===== config.mk =====
export PLATFORM = sky130hd
export DESIGN_NAME = mem_stage_nport
export DESIGN_NICKNAME = d
export VERILOG_FILES = /design/src/rtl/mem_stage_nport.sv
export SDC_FILE = /design/constraint.sdc
export NUM_CORES = 1
export LEC_CHECK = 0
export ABC_AREA = 1
export CORE_AREA = 2 2 286 288
export DETAILED_ROUTE_END_ITERATION = 8
export DIE_AREA = 0 0 288 290
export GPL_TIMING_DRIVEN = 1
export HOLD_SLACK_MARGIN = 0.15
export PLACE_DENSITY = 0.59
export SETUP_SLACK_MARGIN = 0.4
export SYNTH_ARGS = -nofsm -noshare
export SYNTH_HDL_FRONTEND = slang
export SYNTH_SLANG_ARGS = --single-unit

===== constraint.sdc =====
create_clock -name clk -period 1.9 [get_ports clk]
set_clock_uncertainty 0.1 [all_clocks]
set_input_delay 0.285 -clock clk [delete_from_list [all_inputs] [get_ports clk]]
set_output_delay 0.285 -clock clk [all_outputs]
set_load 0.02 [all_outputs]

===== src/rtl/mem_stage_nport.sv =====
// Memory-access pipeline stage: drives LANES data-RAM ports, resolves same-slot
// lane conflicts, forwards same-slot write data to reading lanes, broadcasts
// lane writes to sub-core memories and carries metadata aligned to RAM latency.
module mem_stage_nport #(
    parameter int unsigned LANES       = 2,
    parameter int unsigned ADDR_W      = 17,
    parameter int unsigned DATA_W      = 32,
    parameter int unsigned META_W      = 100,
    parameter int unsigned RD_LAT      = 1,
    parameter int unsigned SUBCORE_NUM = 4
) (
    input  logic                             clk,
    input  logic                             rstn,
    input  logic                             interlock,
    input  logic [3:0]                       living_sub_count,
    input  logic [SUBCORE_NUM-1:0]           sub_mask,
    input  logic                             in_valid,
    input  logic [META_W-1:0]                in_meta,
    input  logic [LANES*32-1:0]              lane_addr,
    input  logic [LANES*DATA_W-1:0]          lane_din,
    input  logic [LANES-1:0]                 lane_we,
    input  logic [LANES*5-1:0]               lane_rt,
    output logic [LANES-1:0]                 ram_en,
    output logic [LANES*(ADDR_W+2)-1:0]      ram_addr,
    output logic [LANES*DATA_W-1:0]          ram_din,
    output logic [LANES-1:0]                 ram_we,
    input  logic [LANES*DATA_W-1:0]          ram_dout,
    output logic [LANES*(ADDR_W+2)-1:0]      sub_addr,
    output logic [LANES*DATA_W-1:0]          sub_din,
    output logic [SUBCORE_NUM*LANES-1:0]     sub_we,
    output logic                             out_valid,
    output logic [META_W-1:0]                out_meta,
    output logic [LANES*5-1:0]               out_rt,
    output logic [LANES*DATA_W-1:0]          out_dout,
    output logic                             wr_conflict,
    output logic [15:0]                      conflict_count
);

    localparam int unsigned BA_W   = ADDR_W + 2;
    localparam int unsigned LA_W   = 32;
    localparam int unsigned RT_W   = 5;
    localparam int unsigned STAGES = RD_LAT + 1;
    localparam int unsigned LAST   = STAGES - 1;

    // Request-stage combinational results
    logic [ADDR_W-1:0]            w_addr [LANES];
    logic [LANES-1:0]             w_we;
    logic [LANES-1:0]             w_we_res;
    logic [LANES-1:0]             w_fwd;
    logic [LANES*DATA_W-1:0]      w_fwd_data;
    logic                         w_conflict;
    logic                         w_sub_gate;
    logic [SUBCORE_NUM*LANES-1:0] w_sub_we;
    logic                         w_unused_addr;

    // RAM / broadcast registers
    logic [LANES*BA_W-1:0]        r_ram_addr;
    logic [LANES*DATA_W-1:0]      r_ram_din;
    logic [LANES-1:0]             r_ram_we;
    logic [SUBCORE_NUM*LANES-1:0] r_sub_we;
    logic                         r_wr_conflict;
    logic [15:0]                  r_conflict_count;

    // Latency-matching pipeline
    logic                         r_p_valid [STAGES];
    logic [META_W-1:0]            r_p_meta  [STAGES];
    logic [LANES*RT_W-1:0]        r_p_rt    [STAGES];
    logic [LANES-1:0]             r_p_fwd   [STAGES];
    logic [LANES*DATA_W-1:0]      r_p_fdata [STAGES];

    // Result registers
    logic                         r_out_valid;
    logic [META_W-1:0]            r_out_meta;
    logic [LANES*RT_W-1:0]        r_out_rt;
    logic [LANES*DATA_W-1:0]      r_out_dout;

    // Only the low ADDR_W bits of each lane address are meaningful
    assign w_unused_addr = ^lane_addr;
    assign w_sub_gate    = (living_sub_count == 4'd0);

    // Conflict resolution, same-slot forwarding and broadcast gating
    always_comb begin
        w_we       = '0;
        w_we_res   = '0;
        w_fwd      = '0;
        w_fwd_data = '0;
        w_conflict = 1'b0;
        w_sub_we   = '0;
        for (int unsigned k = 0; k < LANES; k++) begin
            w_addr[k] = lane_addr[k*LA_W +: ADDR_W];
            w_we[k]   = in_valid & lane_we[k];
        end
        // a writer loses to any higher-index writer of the same address
        for (int unsigned k = 0; k < LANES; k++) begin
            w_we_res[k] = w_we[k];
            for (int unsigned j = k + 1; j < LANES; j++) begin
                if (w_we[k] && w_we[j] && (w_addr[j] == w_addr[k])) begin
                    w_we_res[k] = 1'b0;
                    w_conflict  = 1'b1;
                end
            end
        end
        // ascending scan leaves the highest-index (winning) writer's data
        for (int unsigned j = 0; j < LANES; j++) begin
            if (!w_we[j]) begin
                for (int unsigned k = 0; k < LANES; k++) begin
                    if (w_we[k] && (w_addr[k] == w_addr[j])) begin
                        w_fwd[j]                        = 1'b1;
                        w_fwd_data[j*DATA_W +: DATA_W] = lane_din[k*DATA_W +: DATA_W];
                    end
                end
            end
        end
        for (int unsigned i = 0; i < SUBCORE_NUM; i++) begin
            for (int unsigned k = 0; k < LANES; k++) begin
                w_sub_we[i*LANES + k] = w_we_res[k] & sub_mask[i] & w_sub_gate;
            end
        end
    end

    // Request stage: issue RAM/broadcast ports and track conflicts
    always_ff @(posedge clk or negedge rstn) begin
        if (!rstn) begin
            r_ram_addr       <= '0;
            r_ram_din        <= '0;
            r_ram_we         <= '0;
            r_sub_we         <= '0;
            r_wr_conflict    <= 1'b0;
            r_conflict_count <= '0;
        end else if (!interlock) begin
            for (int unsigned k = 0; k < LANES; k++) begin
                r_ram_addr[k*BA_W +: BA_W] <= {w_addr[k], 2'b00};
            end
            r_ram_din     <= lane_din;
            r_ram_we      <= w_we_res;
            r_sub_we      <= w_sub_we;
            r_wr_conflict <= w_conflict;
            if (w_conflict && (r_conflict_count != 16'hFFFF)) begin
                r_conflict_count <= r_conflict_count + 16'd1;
            end
        end
    end

    // Metadata and forward-data pipeline matched to RAM read latency
    always_ff @(posedge clk or negedge rstn) begin
        if (!rstn) begin
            for (int unsigned s = 0; s < STAGES; s++) begin
                r_p_valid[s] <= 1'b0;
                r_p_meta[s]  <= '0;
                r_p_rt[s]    <= '0;
                r_p_fwd[s]   <= '0;
                r_p_fdata[s] <= '0;
            end
        end else if (!interlock) begin
            r_p_valid[0] <= in_valid;
            r_p_meta[0]  <= in_meta;
            r_p_rt[0]    <= lane_rt;
            r_p_fwd[0]   <= w_fwd;
            r_p_fdata[0] <= w_fwd_data;
            for (int unsigned s = 1; s < STAGES; s++) begin
                r_p_valid[s] <= r_p_valid[s-1];
                r_p_meta[s]  <= r_p_meta[s-1];
                r_p_rt[s]    <= r_p_rt[s-1];
                r_p_fwd[s]   <= r_p_fwd[s-1];
                r_p_fdata[s] <= r_p_fdata[s-1];
            end
        end
    end

    // Result stage: capture RAM data or the same-slot forwarded write data
    always_ff @(posedge clk or negedge rstn) begin
        if (!rstn) begin
            r_out_valid <= 1'b0;
            r_out_meta  <= '0;
            r_out_rt    <= '0;
            r_out_dout  <= '0;
        end else if (!interlock) begin
            r_out_valid <= r_p_valid[LAST];
            r_out_meta  <= r_p_meta[LAST];
            r_out_rt    <= r_p_rt[LAST];
            for (int unsigned k = 0; k < LANES; k++) begin
                r_out_dout[k*DATA_W +: DATA_W] <= r_p_fwd[LAST][k]
                    ? r_p_fdata[LAST][k*DATA_W +: DATA_W]
                    : ram_dout[k*DATA_W +: DATA_W];
            end
        end
    end

    // RAM enable freezes RAM writes and read data during interlock
    assign ram_en         = {LANES{~interlock}};
    assign ram_addr       = r_ram_addr;
    assign ram_din        = r_ram_din;
    assign ram_we         = r_ram_we;
    assign sub_addr       = r_ram_addr;
    assign sub_din        = r_ram_din;
    assign sub_we         = r_sub_we;
    assign wr_conflict    = r_wr_conflict;
    assign conflict_count = r_conflict_count;
    assign out_valid      = r_out_valid;
    assign out_meta       = r_out_meta;
    assign out_rt         = r_out_rt;
    assign out_dout       = r_out_dout;

endmodule


==> metrics.md <==
| Metric | Value |
|---|---|
| Core Rows | `104` |
| Placed cell areas | `0.03414 mm²` |
| Status | `completed` |
| CTS buffer count | `74` |
| Overflow after GRT | `0` |
| Die area | `0.08352 mm²` |
| RR Endpoint | `conflict_count[7]` |
| Static Leak | `20.05 nW` |
| Drt via density | `4.533` |
| Initial core utilization | `32.76%` |
| Worst Hold Path EP | `ram_we[0]` |
| Die width | `288 µm` |
| Pins over their slew limit | `0` |
| Vias in the first global route | `22170` |
| Clk network pwr share | `40.6%` |
| Synth cell types | `29` |
| Clk Latency, worst-skew pair | `620 ps` |
| Routed Antenna Nets | `0` |
| Logic gate share of total power | `17.3%` |
| Clock Tree Root | `clkbuf_16` |
| Tot GR Track Use | `20.15%` |
| Global-route wire length before repair | `131600 µm` |
| Share of post-route cells with drive strength above 1 | `21.71%` |
| Peak VDD IR | `597.8 µV` |
| Initial antenna violation count | `6` |
| Die Y | `290 µm` |
| RSZ-0062 raised after global routing | `true` |
| Type of origin of the critical path | `flip-flop` |
| Largest net degree at the start of global routing | `160` |
| Simple-gate share of the synthesized area | `18.11%` |
| Clock Path Buffers | `3` |
| Area growth from synthesis to layout | `56.84%` |
| Worst setup margin | `223.9 ps` |
| CP max FO | `3` |
| Largest family of logic cells by synthesized area | `simple AND/OR/NAND/NOR gates` |
| Sequential area share after synthesis | `62.32%` |
| H-tree levels | `3` |
| P_sw | `0.01017 W` |
| Hold path start | `interlock` |
| CTS Sinks | `654` |
| Fmax | `0.5966 GHz` |
| Max-cap viol count | `0` |
| Arrival @ worst endpoint | `1290 ps` |
| Switching share of total power | `26.91%` |
| Routed vias | `22800` |
| HPWL after detailed placement | `59180 µm` |
| Synth Area in Adders | `0.04764%` |
| Gate Count Post-Synth | `2896` |
| Post-Place Setup Slack | `-455.9 ps` |
| Reg2Reg Setup Slack | `240 ps` |
| Worst Hold Class | `in2reg` |
| Synth Cell Area | `0.02626 mm²` |
| Hold Fails Final Rpt | `0` |
| TritonCTS clock tree | `built` |
| Setup Viol. Count Final | `0` |
| Mux cell area share after synthesis | `0%` |
| Hold Crit Depth | `5` |
| Power Density | `917.4 mW/mm²` |
| Initial DRT Pass Iterations | `5` |
| Final net count | `4225` |
| Compound-cell area share of the yosys netlist | `10.10%` |
| CP Data Required Time | `1510 ps` |
| Measured slew at the worst slew-check pin | `774.9 ps` |
| WHS | `166.8 ps` |
| Slew headroom | `48.34%` |
| Iteration-0 DRC Markers | `1365` |
| WL per Instance | `17.43 µm` |
| YS warnings | `0` |
| Final min period | `1676 ps` |
| R2R depth | `9` |
| Synthesized flop and latch total | `654` |
| Worst setup EP type | `output port` |
| Clk slew on worst S/H paths | `60 ps` |
| Critical path class | `reg2out` |
| I/O pins | `724` |
| DR DRC count | `0` |
| Routability cong. | `0.8892` |
| Tcrit/Tclk final | `88.21%` |
| FF-to-FF Start | `conflict_count[1]` |
| Sequential Power Share | `42.0%` |
| Cell Int Power | `0.02762 W` |
| I/O Buffers | `685` |
| Final instance area | `0.04119 mm²` |
| Final Routed Wirelength | `87680 µm` |
| Core Area | `0.08016 mm²` |
| Xor and xnor fraction of the mapped netlist area | `0.6336%` |
| Syn avg cell area | `9.069 µm²` |
worst max-delay path, stage by stage, from the launching register on:
cell	delay [ps]
dfrtp_2	440
buf_6	130
buf_6	130
layout by cell type (no fill, tap or decap), types with 3 or more instances in the layout:
cell	instances
nor2_4	4
clkdlybuf4s50_1	249
dfrtp_2	40
xnor2_2	4
conb_1	8
inv_1	211
a32o_1	3
o21ai_0	347
buf_6	384
clkinv_2	12
buf_4	226
buf_12	26
clkbuf_16	76
bufinv_16	10
nand2_1	1035
xnor2_1	7
nand3_1	39
dlymetal6s2s_1	36
inv_2	5
o22ai_1	31
dlygate4sd3_1	259
clkbuf_8	16
clkinv_16	3
inv_6	3
diode_2	3
nand4_1	19
dfrtp_1	614
a21oi_1	128
buf_2	12
nor2_2	6
xor2_1	8
nand2_2	16
o21ai_1	10
nor2_1	86
clkinvlp_4	6
clkbuf_1	9
Yosys cell counts:
library cell / count / share of area, %
nand2_2: 2 / 0.048
xor2_1: 8 / 0.27
nand4_4: 1 / 0.081
nor2_1: 92 / 1.3
a32o_1: 3 / 0.11
a21oi_1: 128 / 2.4
nor2_4: 3 / 0.13
buf_2: 55 / 1.0
ha_1: 1 / 0.048
nand2_1: 1049 / 15
buf_4: 109 / 3.1
clkbuf_1: 89 / 1.3
buf_1: 14 / 0.20
xnor2_1: 11 / 0.37
nand3b_1: 1 / 0.029
dfrtp_1: 654 / 62
nand3_4: 2 / 0.13
o21ai_0: 347 / 6.6
nor2b_1: 2 / 0.048
nor2_2: 1 / 0.024
nor4_1: 1 / 0.024
buf_6: 1 / 0.043
nand4_1: 19 / 0.45
inv_1: 217 / 3.1
nand3_1: 41 / 0.78
o21ai_1: 10 / 0.19
o22ai_1: 31 / 0.74
conb_1: 1 / 0.014
nor3_1: 3 / 0.057
power by group through the flow:
| stage | Clock (W) | Combinational [W] | Sequential, W |
|---|---|---|---|
| 6_report | 0.0154 | 0.00655 | 0.0159 |
| 5_1_grt | 0.0164 | 0.00708 | 0.0160 |
| 3_5_place_dp | 0 | 0.00567 | 0.0160 |
| 2_1_floorplan | 0 | 0.00188 | 0.0165 |
| 3_3_place_gp | 0 | 0.00563 | 0.0159 |
| 4_1_cts | 0.0158 | 0.00574 | 0.0157 |
how the worst max path moves through the flow:
stage	startpoint	to	slack, ps	cells after the start
finish	conflict_count[1]	conflict_count[1]	220	2
global route	conflict_count[1]	conflict_count[7]	150	9
CTS	ram_addr[3]	sub_addr[3]	160	1
detailed placement	lane_addr[44]	conflict_count[9]	-460	11
global placement	lane_addr[12]	conflict_count[15]	-460	11
floorplan	conflict_count[0]	conflict_count[6]	190	10
per-stage QoR:
step                      total power (W)  util (%)  TNS, ps  instances
after CTS                         0.03722     49.01        0       4878
after floorplan                   0.01842         -        0       2903
final                             0.03779     51.39        0       5029
after global routing              0.03943     51.38        0       5028
after global placement            0.02157     42.59   -29560       4491
after detailed placement          0.02162     42.59   -31910       4491
repair_timing:
item	CTS	global route
pin swaps	1	50
endpoints found under the setup margin	487	501
buffers inserted	23	113
hold buffers	230	33
gates cloned	0	3
endpoints found under the hold margin	904	33
resized for setup	1144	1433
layout make-up:
class                           count  area [µm²]
Timing Repair Buffer             1196       12200
Tap cell                         1060        1326
Clock buffer                      100        2131
Antenna cell                        3       7.507
Multi-Input combinational cell   1765        7757
Fill cell                        7278       38970
Clock inverter                     34       530.5
Sequential cell                   654       16420
Inverter                          217       818.3
per-layer routing:
layer / global-route usage (%) / wire, µm / up-vias
met5: 0 / 34 / -
met4: 6.281 / 2244 / 6
met3: 5.637 / 6540 / 142
met2: 32.89 / 42020 / 642
met1: 25.87 / 36840 / 10980
li1: - / - / 11020
cells by family (layout without fill, tap and decap cells):
family          Yosys count  after routing
buf+inv                 485           1547
simple gates           1217           1218
other cells               1             11
xor+xnor                 19             19
flops                   654            654
fa+ha+maj                 1              1
compound gates          519            519
sequential cells by signal, summed over array words and instances (netlist names), 10 cells and up:
name,count
out_rt,10
ram_addr,34
conflict_count,16
r_p_rt,20
r_p_meta,200
ram_din,64
out_dout,64
r_p_fdata,128
out_meta,100
(Power assumes the default switching activity.)
